==> src/rtl/cpu_ctrl_pkg.sv <==
// Shared control-word field map, sequencer states and opcode constants.
// control_logic imports this same package so the field map lives in one place.
package cpu_ctrl_pkg;

    // Control-word bit positions
    localparam int unsigned CW_STEP_RST_N = 24;  // active-low
    localparam int unsigned CW_STEP_EXT_N = 25;  // active-low
    localparam int unsigned CW_IR_LOAD    = 27;  // active-high
    localparam int unsigned CW_FLAGS_LOAD = 28;  // active-high
    localparam int unsigned CW_HALT       = 29;  // active-high

    // Opcode byte that marks an extended instruction
    localparam logic [7:0] XPREFIX_OP = 8'hEE;

    // Front-end sequencer states
    typedef enum logic [1:0] {
        INIT = 2'd0,
        RUN  = 2'd1,
        HALT = 2'd2
    } state_t;

endpackage

==> src/rtl/instr_frontend_if.sv <==
// Signal bundle between the data bus / ALU / control_logic side and the
// instruction front end.
interface instr_frontend_if;

    logic [31:0] control_word;
    logic [7:0]  bus_in;
    logic [3:0]  alu_flags;
    logic        resume;
    logic [7:0]  opcode;
    logic [3:0]  flags;
    logic        step_resetn;
    logic        step_extn;
    logic        halted;

    // Driven by control_logic, the data bus and the ALU
    modport master (
        output control_word,
        output bus_in,
        output alu_flags,
        output resume,
        input  opcode,
        input  flags,
        input  step_resetn,
        input  step_extn,
        input  halted
    );

    // The front end itself
    modport slave (
        input  control_word,
        input  bus_in,
        input  alu_flags,
        input  resume,
        output opcode,
        output flags,
        output step_resetn,
        output step_extn,
        output halted
    );

endinterface

==> src/rtl/instr_frontend_ext_prefix_latch.sv <==
// Holds the "extended opcode armed" bit. Armed by an XPREFIX step, disarmed
// by the next opcode load; when both happen on one edge, arming wins so a
// prefix step that also loads still selects the extended page.
module ext_prefix_latch (
    input  logic clk,
    input  logic rstn,
    input  logic set,
    input  logic clr,
    output logic armed
);

    logic armed_r;

    // Armed flag with set-over-clear priority
    always_ff @(posedge clk or negedge rstn) begin
        if (!rstn) begin
            armed_r <= 1'b0;
        end else if (set) begin
            armed_r <= 1'b1;
        end else if (clr) begin
            armed_r <= 1'b0;
        end else begin
            armed_r <= armed_r;
        end
    end

    assign armed = armed_r;

endmodule

==> src/rtl/instr_frontend.sv <==
// Instruction front end: latches opcodes and ALU flags for control_logic,
// tracks the extended-opcode prefix and sequences INIT / RUN / HALT.
// All outputs come straight from flops; bus_in and alu_flags only reach
// outputs through registers.
module instr_frontend
    import cpu_ctrl_pkg::*;
#(
    parameter logic [7:0] XPREFIX = XPREFIX_OP
) (
    input  logic            clk,
    input  logic            rstn,
    instr_frontend_if.slave fe
);

    state_t     state_r;
    logic       step_resetn_r;
    logic       halted_r;
    logic [7:0] opcode_r;
    logic [3:0] flags_r;
    logic       run_s;
    logic       ir_load_s;
    logic       flags_load_s;
    logic       ext_set_s;
    logic       ext_clr_s;
    logic       ext_armed_s;

    // Control-word fields only act while running; HALT and INIT ignore them
    always_comb begin
        run_s        = (state_r == RUN);
        ir_load_s    = run_s && fe.control_word[CW_IR_LOAD];
        flags_load_s = run_s && fe.control_word[CW_FLAGS_LOAD];
        ext_set_s    = run_s && !fe.control_word[CW_STEP_EXT_N];
        ext_clr_s    = ir_load_s;
    end

    // Sequencer with registered step-counter reset and halt indication
    always_ff @(posedge clk or negedge rstn) begin
        if (!rstn) begin
            state_r       <= INIT;
            step_resetn_r <= 1'b0;
            halted_r      <= 1'b0;
        end else begin
            case (state_r)
                INIT: begin
                    state_r       <= RUN;
                    step_resetn_r <= 1'b1;
                    halted_r      <= 1'b0;
                end
                RUN: begin
                    if (fe.control_word[CW_HALT]) begin
                        state_r       <= HALT;
                        step_resetn_r <= 1'b0;
                        halted_r      <= 1'b1;
                    end else begin
                        state_r       <= RUN;
                        step_resetn_r <= 1'b1;
                        halted_r      <= 1'b0;
                    end
                end
                HALT: begin
                    if (fe.resume) begin
                        // Restart fetch through INIT so the step counter is cleared
                        state_r       <= INIT;
                        step_resetn_r <= 1'b0;
                        halted_r      <= 1'b0;
                    end else begin
                        state_r       <= HALT;
                        step_resetn_r <= 1'b0;
                        halted_r      <= 1'b1;
                    end
                end
                default: begin
                    state_r       <= INIT;
                    step_resetn_r <= 1'b0;
                    halted_r      <= 1'b0;
                end
            endcase
        end
    end

    // Opcode register; an XPREFIX byte is stored unchanged like any other
    always_ff @(posedge clk or negedge rstn) begin
        if (!rstn) begin
            opcode_r <= 8'h00;
        end else if (ir_load_s) begin
            opcode_r <= fe.bus_in;
        end else begin
            opcode_r <= opcode_r;
        end
    end

    // Flags register, loaded from the live ALU flags
    always_ff @(posedge clk or negedge rstn) begin
        if (!rstn) begin
            flags_r <= 4'h0;
        end else if (flags_load_s) begin
            flags_r <= fe.alu_flags;
        end else begin
            flags_r <= flags_r;
        end
    end

    ext_prefix_latch u_ext_prefix_latch (
        .clk   (clk),
        .rstn  (rstn),
        .set   (ext_set_s),
        .clr   (ext_clr_s),
        .armed (ext_armed_s)
    );

    assign fe.opcode      = opcode_r;
    assign fe.flags       = flags_r;
    assign fe.step_resetn = step_resetn_r;
    assign fe.step_extn   = ~ext_armed_s;
    assign fe.halted      = halted_r;

endmodule
==> src/flat_wrapper.sv <==
// flat-port wrapper written by rule: the top's interface ports become plain ports
module instr_frontend_flat import cpu_ctrl_pkg::*;
#(
    parameter logic [7:0] XPREFIX = XPREFIX_OP
)
  (clk, rstn, fe_control_word, fe_bus_in, fe_alu_flags, fe_resume, fe_opcode, fe_flags, fe_step_resetn, fe_step_extn, fe_halted);
  instr_frontend_if fe_i ();
  input  logic clk;
  input  logic rstn;
  input wire logic [$bits(fe_i.control_word)-1:0] fe_control_word;
  input wire logic [$bits(fe_i.bus_in)-1:0] fe_bus_in;
  input wire logic [$bits(fe_i.alu_flags)-1:0] fe_alu_flags;
  input wire logic [$bits(fe_i.resume)-1:0] fe_resume;
  output wire logic [$bits(fe_i.opcode)-1:0] fe_opcode;
  output wire logic [$bits(fe_i.flags)-1:0] fe_flags;
  output wire logic [$bits(fe_i.step_resetn)-1:0] fe_step_resetn;
  output wire logic [$bits(fe_i.step_extn)-1:0] fe_step_extn;
  output wire logic [$bits(fe_i.halted)-1:0] fe_halted;
  assign fe_i.control_word = fe_control_word;
  assign fe_i.bus_in = fe_bus_in;
  assign fe_i.alu_flags = fe_alu_flags;
  assign fe_i.resume = fe_resume;
  assign fe_opcode = fe_i.opcode;
  assign fe_flags = fe_i.flags;
  assign fe_step_resetn = fe_i.step_resetn;
  assign fe_step_extn = fe_i.step_extn;
  assign fe_halted = fe_i.halted;
  instr_frontend #(.XPREFIX(XPREFIX)) u_core (.clk(clk), .rstn(rstn), .fe(fe_i));
endmodule
==> config.mk <==
export PLATFORM = sky130hd
export DESIGN_NAME = instr_frontend_flat
export DESIGN_NICKNAME = d
export VERILOG_FILES = /design/src/rtl/cpu_ctrl_pkg.sv /design/src/rtl/instr_frontend_if.sv /design/src/rtl/instr_frontend_ext_prefix_latch.sv /design/src/rtl/instr_frontend.sv /design/src/flat_wrapper.sv
export SDC_FILE = /design/constraint.sdc
export NUM_CORES = 1
export LEC_CHECK = 0
export BUFFER_PORTS_ARGS = -buffer_cell sky130_fd_sc_hd__buf_4
export CAP_MARGIN = 0
export CORE_MARGIN = 2
export CORE_UTILIZATION = 36
export DETAILED_ROUTE_END_ITERATION = 6
export PLACE_DENSITY = 0.86
export SKIP_CTS_REPAIR_TIMING = 1
export SLEW_MARGIN = 20
export SYNTH_ARGS = -nofsm -noshare
export SYNTH_HDL_FRONTEND = slang
export SYNTH_SLANG_ARGS = --single-unit
==> constraint.sdc <==
create_clock -name clk -period 1.8 [get_ports clk]
set_clock_uncertainty 0.15 [all_clocks]
set_input_delay 0.36 -clock clk [delete_from_list [all_inputs] [get_ports clk]]
set_output_delay 0.36 -clock clk [all_outputs]
set_load 0.01 [all_outputs]
==> flow_summary.json, run 1 <==
{
  "portBuffers": 33,
  "firstDrtPassIters": 3,
  "slew_violations": 0,
  "fp.dieW_um": 47.7,
  "r2r_start": "u_core.state_r[1]",
  "vias": 498,
  "netlist_area_um2": 688,
  "synth_nets": 99,
  "clk_latency_ns": 0.28,
  "fp.dieH_um": 47.7,
  "wl_met2_um": 691,
  "htree_levels": 1,
  "post-route-period-util": 0.845,
  "core_region_area_um2": 1760,
  "cts_tree": "yes",
  "synthAdderAreaFrac": 0.0727,
  "antenna_cells": 0,
  "overflow": 0,
  "dpl.hpwl_um": 1050,
  "holdCritPathClass": "in2reg",
  "fin_nets": 138,
  "critical_path_peak_fanout": 9,
  "r2r_cells": 4,
  "synthTopCellsByArea": "dfrtp_1 62%, mux2_2 20%, ha_1 7.3%, inv_1 2.7%, nand2_1 1.6%",
  "path_class": "reg2reg",
  "setup_viol_count_final": 0,
  "whs_path_depth": 2,
  "wl_met3_um": 80,
  "synth_top_area_frac": 0.618,
  "worst_pin_slew_ns": 0.213,
  "wl_per_cell_um": 11.5,
  "synth-compound-area-share": 0.0400,
  "via_per_inst": 4.49,
  "power_per_cell_area_nw_per_um2": 1630,
  "power.total_uw": 1640,
  "fin_crit_ns": 1.52,
  "ir_drop_mv": 0.904,
  "antenna_found_initial": 0,
  "synth_xor_area_frac": 0,
  "dpl_worst_slack_ns": 0.283,
  "hp-start": "fe_bus_in[7]",
  "crit_chain": "inv_1 > ha_1 > nand2_2 > mux2_2",
  "synth_seq_area_share": 0.618,
  "grt_pass1_wl_um": 1890,
  "outcome": "finished clean",
  "setup_tns_ns": 0,
  "cap_violations": 0,
  "fmax_ghz": 0.657,
  "avgSynthCellArea_um2": 14.3,
  "gp_congestion": 0.659,
  "synthCells": 48,
  "drt_iter0_drc": 2,
  "drcViolationCount": 0,
  "setup_ws_ns": 0.278,
  "crit_path_end_kind": "register",
  "clkTransAtPathRegs_ns": 0.09,
  "cts_buffer_depth": 2,
  "synth_top_family_by_area": "multiplexers",
  "numCtsBuffers": 3,
  "grt_max_degree": 18,
  "fill_cells": 179,
  "yosysWarningCount": 0,
  "rsz0062_at_grt": "no",
  "rows": 15,
  "synthMuxAreaShare": 0.196,
  "area_delta_synth_final_pct": 45.8,
  "cp-start-kind": "register",
  "relSlewSlack": 0.858,
  "clockRootBuffer": "clkbuf_4",
  "dieArea_um2": 2280,
  "drt-total-wl_um": 1280,
  "cp_slowest_cell": "dfrtp_1",
  "crit_start": "u_core.state_r[1]",
  "synthSimpleGateAreaFrac": 0.0455,
  "grt_usage": 0.130,
  "m1WireLength_um": 474,
  "clock_sinks": 17,
  "final_antenna_net_count": 0,
  "worstPathRequired_ns": 1.82,
  "worstPathArrival_ns": 1.54,
  "ys_ff_latch": 17,
  "top_layer": "met4",
  "critPathMaxStageDelay_ns": 0.37,
  "grt_pass1_vias": 448,
  "synth_top_area_cell": "dfrtp_1",
  "initial_core_util": 0.390,
  "power.leakage_uw": 0.000511,
  "hold_violations": 0,
  "synth.distinct_cells": 11,
  "drive_gt1_frac": 0.581,
  "io_pins": 62
}
state kept, by name, indices dropped and copies added (netlist names):
signal / cells
u_core.fe.opcode: 8
u_core.fe.step_resetn: 1
u_core.fe.flags: 4
u_core.fe.halted: 1
u_core.state_r: 2
u_core.u_ext_prefix_latch.armed: 1
per-layer routing:
layer  global-route usage  up-vias
met5                    0        -
met4               0.0973        0
met3               0.0340        4
met2                0.216       17
met1                0.141      240
li1                     -      237
logic make-up after synthesis:
| kind of cell | count (synthesis) |
|---|---|
| flip-flops | 17 |
| buffers and inverters | 5 |
| AND/OR/NAND/NOR | 6 |
| AO/OA/AOI/OAI | 4 |
| adder cells (fa/ha/maj) | 4 |
| multiplexers | 12 |
metrics by stage:
step / cells / util / area (um^2) / hold WS [ns]
6_report: 111 / 0.569 / 1000 / 0.151
2_1_floorplan: 48 / - / 688 / -0.0856
4_1_cts: 110 / 0.563 / 993 / -0.233
3_5_place_dp: 106 / 0.548 / 967 / 0.0853
5_1_grt: 111 / 0.569 / 1000 / 0.140
3_3_place_gp: 106 / 0.548 / 967 / 0.0785
synthesized netlist by cell type:
| library cell | instances |
|---|---|
| nand2_1 | 3 |
| ha_1 | 4 |
| a22o_2 | 1 |
| a21boi_0 | 1 |
| mux2_2 | 12 |
| dfrtp_1 | 17 |
| nand2b_1 | 1 |
| a21oi_1 | 2 |
| nand2_2 | 1 |
| or2b_1 | 1 |
| inv_1 | 5 |
final timing paths:
path	to	slack, ns
hold / removal	u_core.fe.opcode[7]	0.15
setup / recovery	u_core.fe.opcode[2]	0.28
setup reg to reg	u_core.fe.opcode[2]	0.28
hold reg to reg	u_core.fe.flags[3]	0.36
min in group asynchronous	u_core.fe.opcode[7]	0.31
max in group asynchronous	u_core.state_r[1]	1.01
critical path, delay by kind of cell, from the launching register on:
kind	cells	cell delay, ns
simple gates	1	0.20
buf+inv	1	0.07
fa+ha+maj	1	0.25
flops	1	0.37
mux	1	0.37
placed cells by master, fill, tap and decap left out:
| master | instances |
|---|---|
| clkbuf_1 | 1 |
| a21oi_1 | 2 |
| inv_1 | 5 |
| dfrtp_1 | 17 |
| nand2_2 | 1 |
| mux2_2 | 12 |
| a21boi_0 | 1 |
| nand2b_1 | 1 |
| ha_1 | 4 |
| clkbuf_4 | 3 |
| nand2_1 | 3 |
| dlygate4sd3_1 | 1 |
| or2b_1 | 1 |
| a22o_2 | 1 |
| buf_4 | 33 |
report_power, final:
part           internal [uW]  switching (uW)  total (uW)
clock network           86.0             110         196
registers                578            94.3         672
logic                    446             325         771
final cells by class:
cell class | count | area, um^2 | share of cell area
Clock buffer | 4 | 26.3 | 0.0262
Timing Repair Buffer | 34 | 258 | 0.257
Tap cell | 25 | 31.3 | 0.0312
Multi-Input combinational cell | 26 | 244 | 0.243
Inverter | 5 | 18.8 | 0.0187
Sequential cell | 17 | 425 | 0.424
(Power assumes the default switching activity.)
==> inputs of run 2 (changes only) <==
clock period = 1.4 ns   (was 1.8 ns; I/O delays follow)
==> run 2 against run 1 <==
Against the previous run: total power increased by 40%; combinational power up 53%; clock-buffer cell count shrank 1; final cell count increased by 3.6%; first-iteration DRC count increased by 50%; die area unchanged; non-clock buffer count up 4; critical path depth decreased by 1; wire length is 4.5% higher; critical path type unchanged; design area rose by 5.9%; worst hold slack worse by 0.093 ns; critical endpoint unchanged.
==> flow_summary.json, run 2 (synthesis gave the netlist of run 1 again) <==
{
  "grt_usage": 0.126,
  "antenna_found_initial": 0,
  "fmax_ghz": 0.735,
  "final_util": 0.602,
  "fp.dieH_um": 47.7,
  "htree_levels": 1,
  "whs_path_depth": 2,
  "firstDrtPassIters": 4,
  "rows": 15,
  "critical_path_peak_fanout": 9,
  "final_common_cell": "buf_4",
  "rsz0062_at_grt": "yes",
  "worst_pin_slew_ns": 0.208,
  "portBuffers": 33,
  "drt_iter0_drc": 3,
  "grt_pass1_vias": 481,
  "drcViolationCount": 0,
  "area_delta_synth_final_pct": 54.4,
  "layout_common_cells": "36 x buf_4, 17 x dfrtp_1, 12 x mux2_2",
  "worstPathRequired_ns": 1.44,
  "largest_reg_flops": 8,
  "clkTransAtPathRegs_ns": 0.10,
  "initial_core_util": 0.390,
  "fp.dieW_um": 47.7,
  "rrSetupSlack_ns": 0.04,
  "numCtsBuffers": 3,
  "cts_buffer_depth": 2,
  "core_region_area_um2": 1760,
  "cap_violations": 0,
  "crit_path_end_kind": "register",
  "slew_violations": 0,
  "hold_violations": 0,
  "power_per_cell_area_nw_per_um2": 2170,
  "drt-total-wl_um": 1340,
  "grt_pass1_wl_um": 1950,
  "overflow": 0,
  "wl_per_cell_um": 11.6,
  "holdCritPathClass": "in2reg",
  "grt_max_degree": 18,
  "cts_tree": "yes",
  "cp-start-kind": "register",
  "crit_start": "u_core.state_r[0]",
  "clock_sinks": 17,
  "path_class": "reg2reg",
  "dieArea_um2": 2280,
  "outcome": "finished clean",
  "via_per_inst": 4.53,
  "r2r_cells": 3,
  "relSlewSlack": 0.861,
  "drive_gt1_frac": 0.656,
  "endpoint": "u_core.fe.opcode[2]",
  "vias": 521,
  "fin_crit_ns": 1.36,
  "final_antenna_net_count": 0,
  "r2r_end": "u_core.fe.opcode[2]",
  "setup_viol_count_final": 0,
  "r2r_start": "u_core.state_r[0]",
  "antenna_cells": 0,
  "power.leakage_uw": 0.000541,
  "clk_latency_ns": 0.29,
  "ir_drop_mv": 1.04,
  "gp_congestion": 0.672,
  "clockRootBuffer": "clkbuf_4",
  "worstPathArrival_ns": 1.40,
  "setup_tns_ns": 0,
  "io_pins": 62,
  "post-route-period-util": 0.972,
  "fin_nets": 142
}
-- run 2: through the flow --
stage	std cells	setup slack, ns	power, uW	cell area, um^2	hold slack, ns
floorplan	48	0.00959	1390	688	-0.166
global placement	110	-0.0383	1910	997	-0.000833
detailed placement	110	-0.0771	1980	997	0.00166
CTS	114	-0.0858	2230	1020	-0.317
global route	115	-0.0124	2480	1060	0.0543
finish	115	0.0388	2300	1060	0.0572
-- run 2: cell type report --
type                            count  area (um^2)
Inverter                            5         18.8
Multi-Input combinational cell     26          268
Clock buffer                        3         22.5
Tap cell                           25         31.3
Fill cell                         160          702
Timing Repair Buffer               38          292
Sequential cell                    17          425
Clock inverter                      1         5.00
-- run 2: report_power, final --
group | switching, uW | internal (uW) | total (uW)
Sequential | 125 | 743 | 869
Clock | 153 | 106 | 260
Combinational | 480 | 695 | 1180
-- run 2: worst max-delay path, cell delays in order (launching register included) --
cell	delay, ns
dfrtp_1	0.43
ha_4	0.20
nand2_4	0.13
mux2_2	0.35
-- run 2: worst min path at each step --
stage / endpoint / start
floorplan: u_core.fe.flags[0] / rstn
global placement: u_core.fe.opcode[7] / rstn
detailed placement: u_core.fe.opcode[5] / rstn
CTS: u_core.fe.flags[0] / rstn
global route: u_core.fe.opcode[0] / fe_bus_in[0]
finish: u_core.fe.opcode[0] / fe_bus_in[0]
-- run 2: metal layers --
metal | share of wire | wire (um) | global-route usage
met5 | 0 | 0 | 0
met3 | 0.061 | 81 | 0.0340
met4 | 0.019 | 25 | 0.0486
met2 | 0.57 | 760 | 0.224
met1 | 0.35 | 472 | 0.143
